==> src/rtl/pipe_ctrl_pkg.sv <==
// Shared constants for the pipeline stall/flush controller: stall vectors,
// state encodings and default redirect addresses.
package pipe_ctrl_pkg;

  localparam logic [31:0] ZeroWord           = 32'h0000_0000;
  localparam logic [31:0] EXC_VECTOR_DEFAULT = 32'h0000_0020;

  // Hold bits: [0] pc, [1] if/id, [2] id/ex, [3] ex/mem, [4] mem/wb, [5] wb
  localparam logic [5:0] STALL_NONE     = 6'b000000;
  localparam logic [5:0] STALL_FROM_ID  = 6'b000111;
  localparam logic [5:0] STALL_FROM_EX  = 6'b001111;
  localparam logic [5:0] STALL_FROM_MEM = 6'b011111;

  typedef enum logic [1:0] {
    RUN   = 2'd0,
    STALL = 2'd1,
    FLUSH = 2'd2
  } ctrl_state_t;

  // Later stages win: holding mem also has to hold everything upstream of it.
  function automatic logic [5:0] stall_encode(input logic req_id,
                                              input logic req_ex,
                                              input logic req_mem);
    if (req_mem)     return STALL_FROM_MEM;
    else if (req_ex) return STALL_FROM_EX;
    else if (req_id) return STALL_FROM_ID;
    else             return STALL_NONE;
  endfunction

endpackage

==> src/rtl/pipe_ctrl_wdog.sv <==
// Consecutive-stall watchdog: saturating counter of back-to-back stalled
// cycles and a flag that stays set until reset once the limit is reached.
module pipe_ctrl_wdog #(
  parameter int STALL_TIMEOUT = 1024,
  parameter int CNT_W         = 11
) (
  input  logic clk,
  input  logic rst,
  input  logic stall_active,
  output logic timeout
);

  localparam logic [CNT_W-1:0] CNT_MAX  = CNT_W'(STALL_TIMEOUT);
  localparam logic [CNT_W-1:0] CNT_TRIP = CNT_W'(STALL_TIMEOUT - 1);

  logic [CNT_W-1:0] stall_cnt;

  always_ff @(posedge clk) begin
    if (rst) begin
      stall_cnt <= '0;
      timeout   <= 1'b0;
    end else begin
      if (!stall_active)
        stall_cnt <= '0;
      else if (stall_cnt != CNT_MAX)
        stall_cnt <= stall_cnt + 1'b1;

      if (stall_active && (stall_cnt == CNT_TRIP))
        timeout <= 1'b1;
    end
  end

endmodule

==> src/rtl/pipe_ctrl.sv <==
// Central stall/flush controller for the 5-stage pipeline.
// Define PIPE_CTRL_PERF_EN to add stall-cycle and flush-count performance counters.
module pipe_ctrl
  import pipe_ctrl_pkg::*;
#(
  parameter logic [31:0] EXC_VECTOR    = EXC_VECTOR_DEFAULT,
  parameter int          STALL_TIMEOUT = 1024,
  parameter int          CNT_W         = 11
) (
  input  logic        clk,
  input  logic        rst,
  input  logic        stallreq_id_i,
  input  logic        stallreq_ex_i,
  input  logic        stallreq_mem_i,
  input  logic        excp_valid_i,
  input  logic        excp_eret_i,
  input  logic [31:0] cp0_epc_i,
  output logic [5:0]  stall_o,
  output logic        flush_o,
  output logic [31:0] new_pc_o,
  output logic        stall_timeout_o
`ifdef PIPE_CTRL_PERF_EN
  ,
  output logic [31:0] stall_cycles_o,
  output logic [15:0] flush_count_o
`endif
);

  ctrl_state_t state, state_nxt;
  logic        any_req;

  assign any_req = stallreq_id_i | stallreq_ex_i | stallreq_mem_i;

  // Outputs are combinational so a request holds the pipe on the same edge.
  // Reset masks them, so nothing leaks out while the state is being cleared.
  always_comb begin
    stall_o   = STALL_NONE;
    flush_o   = 1'b0;
    new_pc_o  = ZeroWord;
    state_nxt = state;
    if (!rst) begin
      unique case (state)
        RUN, STALL: begin
          if (excp_valid_i) begin
            flush_o   = 1'b1;
            state_nxt = FLUSH;
          end else if (any_req) begin
            stall_o   = stall_encode(stallreq_id_i, stallreq_ex_i, stallreq_mem_i);
            state_nxt = STALL;
          end else begin
            state_nxt = RUN;
          end
        end
        FLUSH:   state_nxt = RUN;
        default: state_nxt = RUN;
      endcase
      if (flush_o)
        new_pc_o = excp_eret_i ? cp0_epc_i : EXC_VECTOR;
    end
  end

  always_ff @(posedge clk) begin
    if (rst) state <= RUN;
    else     state <= state_nxt;
  end

  pipe_ctrl_wdog #(
    .STALL_TIMEOUT(STALL_TIMEOUT),
    .CNT_W        (CNT_W)
  ) u_wdog (
    .clk         (clk),
    .rst         (rst),
    .stall_active(|stall_o),
    .timeout     (stall_timeout_o)
  );

`ifdef PIPE_CTRL_PERF_EN
  always_ff @(posedge clk) begin
    if (rst) begin
      stall_cycles_o <= '0;
      flush_count_o  <= '0;
    end else begin
      if (|stall_o)
        stall_cycles_o <= stall_cycles_o + 32'd1;
      if (flush_o && (flush_count_o != 16'hFFFF))
        flush_count_o <= flush_count_o + 16'd1;
    end
  end
`endif

endmodule
==> config.mk <==
export PLATFORM = sky130hd
export DESIGN_NAME = pipe_ctrl
export DESIGN_NICKNAME = d
export VERILOG_FILES = /design/src/rtl/pipe_ctrl_pkg.sv /design/src/rtl/pipe_ctrl_wdog.sv /design/src/rtl/pipe_ctrl.sv
export SDC_FILE = /design/constraint.sdc
export NUM_CORES = 1
export LEC_CHECK = 0
export ABC_CLOCK_PERIOD_IN_PS = 1840
export CELL_PAD_IN_SITES_DETAIL_PLACEMENT = 1
export CELL_PAD_IN_SITES_GLOBAL_PLACEMENT = 1
export CORE_UTILIZATION = 21
export CTS_CLUSTER_DIAMETER = 60
export DETAILED_ROUTE_END_ITERATION = 6
export PLACE_DENSITY = 0.83
export SETUP_SLACK_MARGIN = 0.05
export SLEW_MARGIN = 15
export SYNTH_ARGS = -nofsm -noshare
export SYNTH_HDL_FRONTEND = slang
export SYNTH_SLANG_ARGS = --single-unit
==> constraint.sdc <==
create_clock -name clk -period 1.84 [get_ports clk]
set_input_delay 0.276 -clock clk [delete_from_list [all_inputs] [get_ports clk]]
set_output_delay 0.276 -clock clk [all_outputs]
set_load 0.01 [all_outputs]
## Word level (Yosys, flattened, before mapping)

Cells that the tools add are included.

- Output and inout bits: 40
- Flip-flop bits (word level): 14
- Input port bits: 39
- Word-level logic and storage cells: 35

- $add $sub $neg: 1
- Bitwise gates (word level): 4
- Reductions and logical operators: 7
- Equal/unequal tests: 3
- Multiplexer cells: 16

Operators by type and width:

| kind | count |
|---|---|
| 32-bit two-way mux | 3 |
| 5-bit two-way mux | 5 |
| 11-bit by 1-bit adder with 11-bit output, second input constant | 1 |
| 11-bit by 10-bit == test with 1-bit output, second input constant | 1 |
| 11-bit inequality test, second input constant | 1 |
| 2-bit OR reduction | 3 |
| 6-bit OR reduction | 1 |
| 1-bit two-way mux | 5 |
| 4-bit two-way mux | 1 |
| 3-bit two-way mux | 1 |
| 3-bit OR reduction | 1 |
| 2-bit by 1-bit == test with 1-bit output, second input constant | 1 |
| 2-bit logical NOT | 1 |
| 2-bit two-way mux | 1 |
| 1-bit inverter | 2 |
| 1-bit bitwise OR | 2 |
| 1-bit logical AND | 1 |

## Longest topological paths before layout

- Depth after elaboration: 10
- Depth in mapped cells: 5
- Depth with buffers taken out: 5

## Hierarchy

A second synthesis with hierarchy kept.

- Cells, all modules: 118
- Area, all modules: 948.4 sq um

Modules (own cells, without submodules):

| module | cells an instance | times used | seq. area each (sq um) | area an instance (sq um) |
|---|---|---|---|---|
| pipe_ctrl_wdog | 69 | 1 | 240.2 | 595.6 |
| pipe_ctrl | 49 | 1 | 20.0 | 352.8 |

## Worst setup path before layout

No wires, ideal clock.

- Kind: input-to-output
- Start: input stallreq_mem_i
- End: output stall_o[1]
- Path buffers: 2
- Slack: 0.218 ns
- Stages on the path: 4
- Required time: 1.564 ns
- Arrival time: 1.346 ns
- Path through: o31ai_1 -> clkbuf_1 -> inv_1 -> buf_4

- Longest elaborated chain between the ends: 5
- Elaborated cells between the ends (all ways): 6
- Classes of those cells: mux (5); bitwise (1)

RTL lines:

| what | RTL line | source |
|---|---|---|
| start: declaration | pipe_ctrl.sv:14 | `input logic stallreq_mem_i,` |
| 5-bit two-way mux / 1-bit bitwise OR (equally long branches) | pipe_ctrl_pkg.sv:24, pipe_ctrl.sv:32 |  |
| 5-bit two-way mux * | pipe_ctrl.sv:47 | `end else if (any_req) begin` |
| 5-bit two-way mux * | pipe_ctrl.sv:44 | `if (excp_valid_i) begin` |
| 5-bit two-way mux * | pipe_ctrl.sv:42 | `unique case (state)` |
| 5-bit two-way mux * | pipe_ctrl.sv:41 | `if (!rst) begin` |
| end: declaration | pipe_ctrl.sv:18 | `output logic [5:0] stall_o,` |

Mark *: on every way between the ends. The rest lies on a longest branch, timed or not.

## Final worst setup path

- Start: register state[1]
- End: output new_pc_o[30]

- Longest elaborated chain between the ends: 6
- Elaborated cells between the ends (all ways): 7
- Classes of those cells: eq/ne (1); mux (4); reduce/logical (2)

RTL lines:

| what | RTL line | source |
|---|---|---|
| start: declaration | pipe_ctrl.sv:29 | `ctrl_state_t state, state_nxt;` |
| start signal: assignment | pipe_ctrl.sv:64 | `else state <= state_nxt;` |
| 2-bit by 1-bit == test with 1-bit output / 2-bit logical NOT (equally long branches) | pipe_ctrl.sv:42 |  |
| 2-bit OR reduction * | pipe_ctrl.sv:42 |  |
| 1-bit two-way mux * | pipe_ctrl.sv:42 |  |
| 1-bit two-way mux * | pipe_ctrl.sv:41 |  |
| 32-bit two-way mux * | pipe_ctrl.sv:57 | `if (flush_o)` |
| 32-bit two-way mux * | pipe_ctrl.sv:41 |  |
| end: declaration | pipe_ctrl.sv:20 | `output logic [31:0] new_pc_o,` |

Mark *: on every way between the ends. The rest lies on a longest branch, timed or not. The select of a mux whose other input is x is not followed.

==> flow_summary.ini <==
[run_status]
status = complete, no violations

[clocking]
clock_sinks = 13
clkTransAtPathRegs_ns = 0.06
cts-root-buf = clkbuf_8
cts_tree = built
htree_num_levels = 1
cts_inserted_buffers = 3
hold_buffers = 0
clock_path_buffers = 2
clk_latency_ns = 0.25

[critical_path]
worstPathMaxFanout = 16
cp_num_buf_inv = 3
critical_path.startpoint_type = flip-flop
cp_cell_sequence = nor3b_4 > buf_6 > buf_16 > and3_1 > clkdlybuf4s15_2
cpPeakStageDelay_ns = 0.35
cp-end-kind = primary output
cp_slowest_cell = dfxtp_2
worstPathArrival_ns = 1.47
critPathTopFamily = buffers and inverters
path_class = flip-flop to primary output
reg2regPathDepth = 4
required_ns = 1.56
path_depth = 5

[route]
routed.top_layer = met4
drt_pre_antenna_iters = 4
wl_per_cell_microns = 14.25
ant_nets = 0
met2_length_microns = 1699
wirelength_microns = 3577
route.met3.wl_microns = 321
route.vias.total = 1243
drt-met1-wl_microns = 1469
viasPerCell = 4.952
drc = 0
drt_iter0_drc = 67

[power]
power.density_nw_per_um2 = 409.5
power.internal_mw = 0.5753
peakVddDrop_mv = 0.2460
p_switching_mw = 0.1906
power_leakage_nw = 0.8260
swShare = 0.2488
clock_power_share = 0.337
combPwrFrac = 0.286
pwr-share-seq = 0.378

[run]
maxCapViolCount = 0

[floorplanning]
core_sq_um = 4144
die_x_microns = 68.94
initial_core_util = 0.2271
fp.dieH_microns = 68.94
dieArea_sq_um = 4752
num_rows = 23
io_pins = 79

[finish]
syn_to_final_growth_pct = 98.80
fin_nets = 243
num_antenna_cells = 0
drive_above_1_share = 0.2786
layout.cells.non_filler = 251
final_cell_mix = clkdlybuf4s50_1, and3_1, clkdlybuf4s15_2, clkbuf_2, dfxtp_1
final_common_cell = clkdlybuf4s50_1

[placement]
hpwl_microns = 2749
pre_cts_slack_ns = -0.4872
dp_cells = 244
gp_congestion = 0.7190
place.port_buffers = 77

[logic_synthesis]
syn-instance-count = 120
yosysUniqueCellTypes = 36
ys_async_sr_fraction = 0
synth_area_sq_um = 940.9
seq_area_frac_synth = 0.2766
synth_edf_count = 0
ys_ff_latch = 13
synth_area_per_cell_sq_um = 7.841
yosysWarnings = 0
syn_nets = 161
synth-main-ff-cell = dfxtp_1

[global_routing]
antenna_found_initial = 0
grt_max_degree = 33
grt_pass1_wl_microns = 5920
grt_overflow = 0
grt_pass1_vias = 1325
grt_usage = 0.1696

[timing]
fin_ws_ns = 0.08937
slew_violations = 0
final.setup.tns_ns = 0
hold_violations = 0
rsz0062_at_grt = yes
max_freq_mhz = 571.2
setup_viol = 0
clock_skew_ns = 0.002503
final.period_utilization = 0.9514
period_minus_slack_ns = 1.751

[worst_hold_path]
min_path_cells = 2
hold_class = input port to flip-flop
state kept, by name, summed over array words and instances, names as in the netlist:
signal,cells
u_wdog.timeout,1
state,1
u_wdog.stall_cnt,11
Yosys cell counts, drive strengths merged (3+ instances only):
master / n / share of area
o31ai: 6 / 0.048
and3: 31 / 0.21
or3: 3 / 0.020
nand2: 3 / 0.012
a21oi: 5 / 0.027
nor2: 3 / 0.012
nand3: 4 / 0.027
clkbuf: 7 / 0.028
dfxtp: 13 / 0.28
buf: 4 / 0.036
nor3: 3 / 0.021
inv: 7 / 0.028
a211oi: 3 / 0.029
or4: 5 / 0.044
logic make-up (layout without fill, tap and decap cells):
group / Yosys count / after routing / share of synthesized area
simple gates: 63 / 63 / 0.4269
xor+xnor: 2 / 2 / 0.01862
flops: 13 / 13 / 0.2766
compound gates: 21 / 21 / 0.1556
other cells: 1 / 1 / 0.003986
buf+inv: 18 / 99 / 0.09176
fa+ha+maj: 2 / 2 / 0.02659
power by group through the flow:
stage / logic, mW / clock network (mW) / registers [mW]
floorplan: 0.0611 / 0 / 0.293
detailed placement: 0.216 / 0 / 0.294
CTS: 0.221 / 0.269 / 0.289
global route: 0.237 / 0.277 / 0.290
finish: 0.219 / 0.258 / 0.289
global placement: 0.212 / 0 / 0.294
path summary, 6_finish.rpt:
| path | slack (ns) | end | from |
|---|---|---|---|
| worst max-delay path | 0.09 | new_pc_o[30] | state[1] |
| worst min-delay path | 0.46 | state[1] | excp_valid_i |
| worst max register to register | 0.22 | u_wdog.stall_cnt[8] | u_wdog.stall_cnt[1] |
| worst min register to register | 0.47 | u_wdog.timeout | u_wdog.timeout |
worst register-to-register path, delay by kind of cell, from the launching register on:
| family | cells | cell delay [ns] |
|---|---|---|
| AND/OR/NAND/NOR | 2 | 0.70 |
| flip-flops | 1 | 0.38 |
| adder cells (fa/ha/maj) | 1 | 0.25 |
| AO/OA/AOI/OAI | 1 | 0.21 |
stage by stage:
stage | hold slack (ns) | utilization | power, mW | area, sq um
5_1_grt | 0.4716 | 0.4514 | 0.8033 | 1871
3_3_place_gp | 0.4671 | 0.4354 | 0.5062 | 1804
6_report | 0.4587 | 0.4514 | 0.7659 | 1871
2_1_floorplan | 0.3521 | - | 0.3543 | 940.9
3_5_place_dp | 0.4624 | 0.4354 | 0.5095 | 1804
4_1_cts | 0.4546 | 0.4656 | 0.7797 | 1929
metal layers:
layer | GRT usage | vias to the layer above
li1 | - | 606
met1 | 0.1908 | 568
met2 | 0.2913 | 60
met3 | 0.05921 | 9
met4 | 0.06378 | 0
met5 | 0 | -
repair_timing:
item | in CTS | in global routing
buffers inserted | 2 | 0
cloned | 1 | 0
endpoints found under the setup margin | 38 | 34
resized for setup | 100 | 17
hold endpoints to repair | 0 | 0
pin swaps | 1 | 1
layout make-up:
cell class,instances,area [sq um]
clock buffer,3,41.29
clock inverter,1,5.005
fill,511,2273
inverter,7,26.28
multi-input combinational,89,630.6
sequential,13,261.5
tap,50,62.56
timing repair buffer,88,843.3
Power figures use the tool's default switching activity.
